**src/rtl/axi_wr_arbiter_2to1.sv**
```systemverilog
// Two-requester AXI4 write arbiter: round-robin AW grant, W bursts ordered by
// an AW-grant queue, B responses routed back by the master-side AWID MSB.
module axi_wr_arbiter_2to1 #(
    parameter int unsigned ADDR_WIDTH = 32,
    parameter int unsigned DATA_WIDTH = 32,
    parameter int unsigned ID_WIDTH   = 4,
    parameter int unsigned WQ_DEPTH   = 4,
    localparam int unsigned STRB_WIDTH = DATA_WIDTH / 8
) (
    input  logic                      aclk,
    input  logic                      aresetn,
    input  logic [1:0]                s_awvalid,
    output logic [1:0]                s_awready,
    input  logic [2*ID_WIDTH-1:0]     s_awid,
    input  logic [2*ADDR_WIDTH-1:0]   s_awaddr,
    input  logic [2*13-1:0]           s_awctl,
    input  logic [1:0]                s_wvalid,
    output logic [1:0]                s_wready,
    input  logic [2*DATA_WIDTH-1:0]   s_wdata,
    input  logic [2*STRB_WIDTH-1:0]   s_wstrb,
    input  logic [1:0]                s_wlast,
    output logic [1:0]                s_bvalid,
    input  logic [1:0]                s_bready,
    output logic [2*ID_WIDTH-1:0]     s_bid,
    output logic [3:0]                s_bresp,
    output logic                      m_awvalid,
    input  logic                      m_awready,
    output logic [ID_WIDTH:0]         m_awid,
    output logic [ADDR_WIDTH-1:0]     m_awaddr,
    output logic [12:0]               m_awctl,
    output logic                      m_wvalid,
    input  logic                      m_wready,
    output logic [DATA_WIDTH-1:0]     m_wdata,
    output logic [STRB_WIDTH-1:0]     m_wstrb,
    output logic                      m_wlast,
    input  logic                      m_bvalid,
    output logic                      m_bready,
    input  logic [ID_WIDTH:0]         m_bid,
    input  logic [1:0]                m_bresp
);

    localparam logic ST_IDLE = 1'b0;
    localparam logic ST_HOLD = 1'b1;
    localparam int unsigned PW = $clog2(WQ_DEPTH);
    localparam int unsigned CW = PW + 1;

    logic                  state_q, state_d;
    logic                  last_q, last_d;
    logic                  awvalid_q, awvalid_d;
    logic [ID_WIDTH:0]     awid_q, awid_d;
    logic [ADDR_WIDTH-1:0] awaddr_q, awaddr_d;
    logic [12:0]           awctl_q, awctl_d;
    logic                  wq_q [WQ_DEPTH];
    logic [PW-1:0]         wr_q, wr_d, rd_q, rd_d;
    logic [CW-1:0]         cnt_q, cnt_d;

    logic wq_full, wq_empty, grant, gnt_g, head, pop;

    always_comb begin
        wq_full  = (cnt_q == CW'(WQ_DEPTH));
        wq_empty = (cnt_q == '0);
        // Prefer the requester that did not win last time; fall back to the other.
        gnt_g = s_awvalid[~last_q] ? ~last_q : last_q;
        grant = (state_q == ST_IDLE) && (|s_awvalid) && !wq_full;

        s_awready = '0;
        if (grant && aresetn) s_awready[gnt_g] = 1'b1;

        head     = wq_q[rd_q];
        m_wvalid = !wq_empty && s_wvalid[head];
        m_wlast  = !wq_empty && s_wlast[head];
        m_wdata  = head ? s_wdata[2*DATA_WIDTH-1:DATA_WIDTH] : s_wdata[DATA_WIDTH-1:0];
        m_wstrb  = head ? s_wstrb[2*STRB_WIDTH-1:STRB_WIDTH] : s_wstrb[STRB_WIDTH-1:0];
        s_wready = '0;
        if (!wq_empty) s_wready[head] = m_wready;
        pop = m_wvalid && m_wready && m_wlast;

        s_bvalid = '0;
        s_bvalid[m_bid[ID_WIDTH]] = m_bvalid;
        m_bready = s_bready[m_bid[ID_WIDTH]];
        s_bid    = {2{m_bid[ID_WIDTH-1:0]}};
        s_bresp  = {2{m_bresp}};
    end

    always_comb begin
        state_d   = state_q;
        last_d    = last_q;
        awvalid_d = awvalid_q;
        awid_d    = awid_q;
        awaddr_d  = awaddr_q;
        awctl_d   = awctl_q;
        case (state_q)
            ST_IDLE: begin
                if (grant) begin
                    state_d   = ST_HOLD;
                    last_d    = gnt_g;
                    awvalid_d = 1'b1;
                    awid_d    = {gnt_g, gnt_g ? s_awid[2*ID_WIDTH-1:ID_WIDTH] : s_awid[ID_WIDTH-1:0]};
                    awaddr_d  = gnt_g ? s_awaddr[2*ADDR_WIDTH-1:ADDR_WIDTH] : s_awaddr[ADDR_WIDTH-1:0];
                    awctl_d   = gnt_g ? s_awctl[25:13] : s_awctl[12:0];
                end
            end
            ST_HOLD: begin
                if (m_awready) begin
                    state_d   = ST_IDLE;
                    awvalid_d = 1'b0;
                end
            end
            default: state_d = ST_IDLE;
        endcase

        wr_d  = grant ? wr_q + PW'(1) : wr_q;
        rd_d  = pop ? rd_q + PW'(1) : rd_q;
        cnt_d = cnt_q;
        case ({grant, pop})
            2'b10:   cnt_d = cnt_q + CW'(1);
            2'b01:   cnt_d = cnt_q - CW'(1);
            default: cnt_d = cnt_q;
        endcase
    end

    always_ff @(posedge aclk or negedge aresetn) begin
        if (!aresetn) begin
            state_q   <= ST_IDLE;
            last_q    <= 1'b1;
            awvalid_q <= 1'b0;
            awid_q    <= '0;
            awaddr_q  <= '0;
            awctl_q   <= '0;
            wr_q      <= '0;
            rd_q      <= '0;
            cnt_q     <= '0;
            for (int unsigned i = 0; i < WQ_DEPTH; i++) wq_q[i] <= 1'b0;
        end else begin
            state_q   <= state_d;
            last_q    <= last_d;
            awvalid_q <= awvalid_d;
            awid_q    <= awid_d;
            awaddr_q  <= awaddr_d;
            awctl_q   <= awctl_d;
            wr_q      <= wr_d;
            rd_q      <= rd_d;
            cnt_q     <= cnt_d;
            if (grant) wq_q[wr_q] <= gnt_g;
        end
    end

    assign m_awvalid = awvalid_q;
    assign m_awid    = awid_q;
    assign m_awaddr  = awaddr_q;
    assign m_awctl   = awctl_q;

endmodule

```
**config.mk**
```make
export PLATFORM = sky130hd
export DESIGN_NAME = axi_wr_arbiter_2to1
export DESIGN_NICKNAME = d
export VERILOG_FILES = /design/src/rtl/axi_wr_arbiter_2to1.sv
export SDC_FILE = /design/constraint.sdc
export NUM_CORES = 1
export LEC_CHECK = 0
export CORE_AREA = 2 2 115 117
export CTS_CLUSTER_SIZE = 10
export DETAILED_ROUTE_END_ITERATION = 10
export DIE_AREA = 0 0 117 119
export MAX_ROUTING_LAYER = met4
export PLACE_DENSITY = 0.76
export SLEW_MARGIN = 20
export SYNTH_ARGS = -nofsm -noshare
export SYNTH_HDL_FRONTEND = slang
export SYNTH_SLANG_ARGS = --single-unit
export TNS_END_PERCENT = 20
```
**constraint.sdc**
```tcl
create_clock -name aclk -period 5 [get_ports aclk]
set_clock_uncertainty 0.2 [all_clocks]
set_input_delay 0.5 -clock aclk [delete_from_list [all_inputs] [get_ports aclk]]
set_output_delay 0.5 -clock aclk [all_outputs]
set_load 0.05 [all_outputs]
```
==> run_results.csv, run 1 <==
group,metric,value,unit
clock_network,cts.hold.buffers_added,0,
setup_path,element_type_at_the_critical_path_start,"flop",
synth,postSynthNetCount,602,
setup_path,timing_worst_setup_path_type,"flop to primary output",
place,gp_routability_congestion,0.8409,
setup_path,buffer_and_inverter_count_on_the_worst_path,2,
layout,area_growth,84.21,%
routing,antenna_left,0,
pwr,power,5350,uW
synth,yosys.cell_types.count,30,
synth,syn-instance-count,406,
floorplanning,core-area,12870,um2
setup_path,cpMaxStageDelayCell,"sky130_fd_sc_hd__mux4_2",
run,drv_cap,0,
sta,timing_worst_slew_pin_value,0.9810,ns
setup_path,rr_startpoint,"rd_q[0]$_DFFE_PN0P_",
setup_path,critical_path_peak_fanout,24,
routing,detailedRoute.firstPassIterationCount,4,
sta,unrepaired_setup_endpoints_after_global_routing,"no",
synth,synth_sequential_area_ratio,42.86,%
routing,drt_first_iter_violations,133,
floorplanning,io-pin-count,298,
sta,timing.final.setup_violations,0,
worst_hold_path,worst_hold_path_type,"primary input to asynchronous set/reset pin",
routing,via_count,3917,
setup_path,sequence_of_cells_on_the_critical_path,"mux4_2 > buf_4 > mux2_2 > clkdlybuf4s50_1",
global_route,grt_overflow_total,0,
setup_path,required_time_of_the_worst_setup_path,4.30,ns
place,preCtsSetupSlack,1.546,ns
clock_network,clock_tree_from_tritoncts,"built",
layout,final_core_utilization,53.51,%
sta,worst_slack,1.209,ns
floorplanning,floorplan.initialDensity,29.05,%
synth,synth-warning-count,0,
clock_network,clk_pin_slew_worst_paths,0.05,ns
global_route,grt_antenna_before_repair,5,
layout,final_cell_count_no_fill,848,
setup_path,critPathCaptureType,"primary output",
global_route,all_layer_gr_usage,19.76,%
setup_path,ff2ff_path_depth,10,
sta,tns,0,ns
sta,timing.final.crit_period,3.791,ns
layout,final_stage_net_count,859,
sta,slew_headroom,34.60,%
clock_network,cts_buffers,9,
layout,fillcell_total,1183,
pwr,power_density,776.6,nW/um2
floorplanning,chipWidth,117,um
floorplanning,fp.dieH,119,um
routing,wl_per_cell,15.92,um
setup_path,setup.reg_to_reg.worst_slack,2.00,ns
synth,synthesis.area,3740,um2
pwr,irDropWorstVdd,0.3755,mV
routing,routed_wl,13500,um
global_route,grt_max_degree,106,
global_route,grt_pass1_wl,20470,um
clock_network,clock_sink_count,64,
clock_network,cts-resized-gates,0,
setup_path,r2r-end,"cnt_q[2]$_DFFE_PN0P_",
floorplanning,die_area,13920,um2
outcome,status,"completed",
synth,synth_area_per_cell,9.211,um2
sta,final.period_utilization,75.81,%
global_route,grt_pass1_vias,3985,
clock_network,cts-htree-levels,3,
clock_network,clock_tree.buffer_depth,2,
clock_network,clock_tree.root_cell,"sky130_fd_sc_hd__clkbuf_16",
synth,yosys_register_bits,64,
sta,report.final.slew_viol_count,0,
sta,number_of_hold_violations_in_the_final_report,0,
place,numPlacedInstances,828,
sta,clock.fmax,0.2638,GHz
floorplanning,rows,42,
layout,drive_gt1_share,10.04,%
place,detailed_place_hpwl,10600,um
pwr,static-leakage-power,0.002897,uW
clock_network,cts_setup_buffers,0,
routing,detail_route.drc_violations,0,
setup_path,critPathArrivalTime,3.09,ns
clock_network,clock_latency_at_the_later_pin_of_the_worst_skew_pair,0.32,ns
routing,viasPerCell,4.619,
setup_path,worst_path_largest_cell_delay,0.81,ns
setup_path,path_delay_family,"multiplexers",
place,io_buffer_count,279,
[registers in the layout, indices dropped and copies added (netlist names), 2 cells and up]
signal / cells
wq_q: 4
wr_q: 2
rd_q: 2
cnt_q: 3
m_awctl: 13
m_awaddr: 32
m_awid: 5
[report_power, final]
group          internal [uW]  leakage (uW)  switching, uW
logic                   1400       0.00201           2310
clock network            460      0.000159            212
registers                796      0.000723            168
total                   2660       0.00290           2690
[worst max-delay path by stage]
stage | start | to | slack, ns | cells after the start
after floorplan | rd_q[0]$_DFFE_PN0P_ | cnt_q[2]$_DFFE_PN0P_ | 2.40 | 11
after detailed placement | rd_q[0]$_DFFE_PN0P_ | m_wstrb[3] | 1.55 | 4
after global placement | s_awvalid[1] | s_awready[0] | 1.54 | 6
final | rd_q[0]$_DFFE_PN0P_ | m_wstrb[3] | 1.21 | 4
after global routing | rd_q[0]$_DFFE_PN0P_ | m_wstrb[3] | 1.09 | 4
after CTS | rd_q[0]$_DFFE_PN0P_ | m_wstrb[3] | 1.19 | 4
[synth_stat cells]
cell type	count	share of area, %
sky130_fd_sc_hd__dfstp_2	1	0.70
sky130_fd_sc_hd__mux2_2	8	2.4
sky130_fd_sc_hd__a31oi_1	51	8.5
sky130_fd_sc_hd__mux2_4	34	14
sky130_fd_sc_hd__buf_4	14	2.8
sky130_fd_sc_hd__and2_1	1	0.17
sky130_fd_sc_hd__buf_2	10	1.3
sky130_fd_sc_hd__nor2b_1	1	0.17
sky130_fd_sc_hd__inv_2	1	0.10
sky130_fd_sc_hd__nor3b_1	1	0.20
sky130_fd_sc_hd__mux2i_1	5	1.3
sky130_fd_sc_hd__a211oi_4	1	0.54
sky130_fd_sc_hd__xor2_1	3	0.70
sky130_fd_sc_hd__dfrtp_1	63	42
sky130_fd_sc_hd__nand2b_1	1	0.17
sky130_fd_sc_hd__a21oi_2	1	0.23
sky130_fd_sc_hd__nor2_1	60	6.0
sky130_fd_sc_hd__ha_1	5	1.7
sky130_fd_sc_hd__xnor2_1	2	0.47
sky130_fd_sc_hd__nand2_1	110	11
sky130_fd_sc_hd__o31ai_1	1	0.20
sky130_fd_sc_hd__fa_1	1	0.54
sky130_fd_sc_hd__buf_6	4	1.2
sky130_fd_sc_hd__nor3_1	1	0.13
sky130_fd_sc_hd__clkbuf_1	10	1.0
sky130_fd_sc_hd__inv_1	7	0.70
sky130_fd_sc_hd__mux4_2	1	0.60
sky130_fd_sc_hd__o21ai_0	5	0.67
sky130_fd_sc_hd__a21o_1	1	0.20
sky130_fd_sc_hd__and3_1	2	0.33
[logic make-up (layout without fill, tap and decap cells)]
kind of cell / after synthesis / in the layout / synth area share, %
AO/OA/AOI/OAI: 60 / 60 / 10.37
XOR/XNOR: 5 / 5 / 1.171
AND/OR/NAND/NOR: 177 / 177 / 18.23
flip-flops: 64 / 64 / 42.86
multiplexers: 48 / 48 / 18.00
buffers and inverters: 46 / 307 / 7.160
adder cells (fa/ha/maj): 6 / 6 / 2.208
other: 0 / 5 / 0
[cell type report]
class | instances | area [um2] | share of cell area (%)
Tap cell | 176 | 220.2 | 3.197
Inverter | 8 | 30.03 | 0.4359
Multi-Input combinational cell | 296 | 1877 | 27.24
Clock buffer | 12 | 256.5 | 3.723
Sequential cell | 64 | 1603 | 23.27
Timing Repair Buffer | 284 | 2825 | 41.01
Clock inverter | 3 | 65.06 | 0.9444
Antenna cell | 5 | 12.51 | 0.1816
[layout by cell type (no fill, tap or decap)]
cell type,n
sky130_fd_sc_hd__nor2_1,60
sky130_fd_sc_hd__clkinv_2,1
sky130_fd_sc_hd__clkdlybuf4s50_1,278
sky130_fd_sc_hd__buf_4,5
sky130_fd_sc_hd__dfstp_2,1
sky130_fd_sc_hd__clkbuf_1,1
sky130_fd_sc_hd__nor3b_1,1
sky130_fd_sc_hd__inv_1,7
sky130_fd_sc_hd__nor3_1,1
sky130_fd_sc_hd__a21oi_4,1
sky130_fd_sc_hd__a211oi_4,1
sky130_fd_sc_hd__and3_1,2
sky130_fd_sc_hd__nand2_1,110
sky130_fd_sc_hd__mux2_2,8
sky130_fd_sc_hd__inv_2,1
sky130_fd_sc_hd__mux4_2,1
sky130_fd_sc_hd__clkbuf_16,9
sky130_fd_sc_hd__a31oi_1,51
sky130_fd_sc_hd__ha_1,5
sky130_fd_sc_hd__buf_2,1
sky130_fd_sc_hd__bufinv_16,2
sky130_fd_sc_hd__xnor2_1,2
sky130_fd_sc_hd__dfrtp_1,63
sky130_fd_sc_hd__o31ai_1,1
sky130_fd_sc_hd__nor2b_1,1
sky130_fd_sc_hd__clkbuf_8,2
sky130_fd_sc_hd__a21o_1,1
sky130_fd_sc_hd__nand2b_1,1
sky130_fd_sc_hd__o21ai_0,5
sky130_fd_sc_hd__and2_1,1
sky130_fd_sc_hd__mux2i_1,5
sky130_fd_sc_hd__diode_2,5
sky130_fd_sc_hd__mux2_4,34
sky130_fd_sc_hd__fa_1,1
sky130_fd_sc_hd__xor2_1,3
[per-stage QoR]
stage	instance area, um2	hold slack, ns
global route	6889	0.3058
CTS	6877	0.2323
detailed placement	6555	0.2860
finish	6889	0.2029
global placement	6555	0.2700
floorplan	3740	0.004409
[routing by layer]
layer / share of wire [%] / vias up / GRT usage (%)
li1: - / 1871 / -
met1: 34 / 1828 / 18.93
met2: 53 / 175 / 35.01
met3: 7.1 / 43 / 4.377
met4: 5.8 / 0 / 12.87
met5: 0 / - / -
Note: power is estimated with default switching activity, not from simulation.
==> run 2, diff against run 1 <==
PLACE_DENSITY = 0.79   (was 0.76)
clock period = 3.3 ns   (was 5 ns; I/O delays follow)
==> run 2 against run 1 <==
Compared with the run above: critical path depth shrank 1; power grew 65%; non-clock buffer count grew 1; first-iteration DRC count shrank 6.8%; final cell count shrank 0.12%; register-to-register slack lost 1.6 ns; die area is the same; core utilization grew 3.2 points; critical endpoint is now s_wready[0].
==> run_results.csv, run 2 (same netlist as run 1, synthesis figures left out) <==
group,metric,value,unit
layout,final_common_cell,"sky130_fd_sc_hd__clkdlybuf4s50_1",
clock_network,cts-resized-gates,0,
clock_network,clock_tree.buffer_depth,2,
setup_path,rr_startpoint,"rd_q[0]$_DFFE_PN0P_",
global_route,grt_pass1_vias,4049,
routing,via_count,3898,
layout,final_core_utilization,56.67,%
floorplanning,die_area,13920,um2
sta,timing_worst_slew_pin_value,0.7098,ns
routing,wl_per_cell,15.24,um
sta,report.final.slew_viol_count,0,
pwr,irDropWorstVdd,0.5639,mV
sta,timing.final.setup_violations,0,
setup_path,setup.worst_path.start,"rd_q[0]$_DFFE_PN0P_",
sta,unrepaired_setup_endpoints_after_global_routing,"no",
run,drv_cap,0,
place,numPlacedInstances,828,
layout,largest_register_ffs,32,
pwr,static-leakage-power,0.003119,uW
clock_network,clock_latency_at_the_later_pin_of_the_worst_skew_pair,0.31,ns
clock_network,clock_tree_from_tritoncts,"built",
clock_network,cts-htree-levels,3,
sta,tns,0,ns
global_route,grt_max_degree,108,
clock_network,clk_pin_slew_worst_paths,0.05,ns
pwr,power,8836,uW
routing,routed_wl,12910,um
layout,layout.cells.most_common_list,"sky130_fd_sc_hd__clkdlybuf4s50_1 (237), sky130_fd_sc_hd__nand2_1 (110), sky130_fd_sc_hd__dfrtp_1 (63), sky130_fd_sc_hd__nor2_1 (60), sky130_fd_sc_hd__a31oi_1 (51)",
outcome,status,"completed",
setup_path,required_time_of_the_worst_setup_path,2.77,ns
routing,viasPerCell,4.602,
floorplanning,floorplan.initialDensity,29.05,%
place,detailed_place_hpwl,10540,um
floorplanning,io-pin-count,298,
sta,timing.final.crit_period,2.984,ns
setup_path,critPathArrivalTime,2.45,ns
sta,number_of_hold_violations_in_the_final_report,0,
global_route,grt_pass1_wl,19930,um
clock_network,clock_sink_count,64,
setup_path,element_type_at_the_critical_path_start,"flop",
routing,detail_route.drc_violations,0,
layout,final_cell_count_no_fill,847,
pwr,power_density,1211,nW/um2
setup_path,critical_path_peak_fanout,16,
setup_path,critPathCaptureType,"primary output",
sta,final.period_utilization,90.42,%
global_route,grt_antenna_before_repair,2,
layout,area_growth,95.08,%
sta,clock.fmax,0.3351,GHz
global_route,all_layer_gr_usage,18.98,%
worst_hold_path,worst_hold_path_type,"flop to flop",
clock_network,clock_tree.root_cell,"sky130_fd_sc_hd__clkbuf_16",
setup_path,timing_worst_setup_path_type,"flop to primary output",
layout,drive_gt1_share,15.99,%
global_route,grt_overflow_total,0,
floorplanning,core-area,12870,um2
routing,detailedRoute.firstPassIterationCount,5,
routing,drt_first_iter_violations,124,
place,gp_routability_congestion,0.7923,
clock_network,cts_buffers,9,
floorplanning,fp.dieH,119,um
worst_hold_path,min_from,"m_awvalid$_DFFE_PN0P_",
routing,antenna_left,0,
sta,slew_headroom,52.57,%
floorplanning,chipWidth,117,um
place,io_buffer_count,279,
sta,whs,0.2890,ns
floorplanning,rows,42,
layout,final_stage_net_count,860,
-- run 2: changes by cell type in the layout (fill, tap and decap cells not counted), sizes merged --
cell / before / now
buf: 6 / 47
dlygate4sd3: 0 / 1
diode: 5 / 2
clkbuf: 12 / 13
clkdlybuf4s50: 278 / 237
-- run 2: final cells by class --
type | count | area, um2
Antenna cell | 2 | 5.005
Clock buffer | 13 | 250.2
Clock inverter | 3 | 65.06
Fill cell | 1089 | 5579
Inverter | 8 | 30.03
Multi-Input combinational cell | 296 | 1877
Sequential cell | 64 | 1603
Tap cell | 176 | 220.2
Timing Repair Buffer | 285 | 3246
-- run 2: path summary, 6_finish.rpt --
check,endpoint,slack (ns),cells past startpoint
worst min register to register,m_awvalid$_DFFE_PN0P_,0.29,2
worst min-delay path,m_awvalid$_DFFE_PN0P_,0.29,2
min in group asynchronous,m_awctl[10]$_DFFE_PN0P_,0.33,2
max in group asynchronous,m_awaddr[5]$_DFFE_PN0P_,1.60,3
worst max-delay path,s_wready[0],0.32,3
worst max register to register,cnt_q[2]$_DFFE_PN0P_,0.44,10
-- run 2: timing repair --
| action | CTS | global route |
|---|---|---|
| setup buffers | 0 | 0 |
| hold endpoints to repair | 18 | 0 |
| hold buffers | 1 | 0 |
| endpoints found under the setup margin | 0 | 0 |
-- run 2: routing by layer --
metal  track usage (%)  wire, um  vias up
met4             8.750       554        0
met2             34.79      6882      189
met3             4.224       948       37
li1                  -         -     1868
met5                 -         0        -
met1             18.71      4525     1804
-- run 2: critical path: stages, from the launching register on --
cell,delay [ns]
sky130_fd_sc_hd__dfrtp_1,0.40
sky130_fd_sc_hd__mux4_2,0.75
sky130_fd_sc_hd__nor2_1,0.17
sky130_fd_sc_hd__clkdlybuf4s50_1,0.81
-- run 2: stage by stage --
stage / setup slack [ns] / area (um2)
2_1_floorplan: 0.6953 / 3740
5_1_grt: 0.2154 / 7296
6_report: 0.3160 / 7296
4_1_cts: 0.3017 / 7291
3_5_place_dp: 0.4674 / 6965
3_3_place_gp: 0.5704 / 6965
-- run 2: power breakdown --
group | switching [uW] | internal, uW | total (uW) | leakage, uW
Sequential | 262 | 1210 | 1470 | 0.000723
Combinational | 3680 | 2690 | 6380 | 0.00224
Clock | 312 | 681 | 993 | 0.000154
==> run 3, diff against run 2 <==
CAP_MARGIN = 20   (was not set)
==> results of run 3 <==
Same layout as run 2: the final DEF is identical, and so are final timing and power.
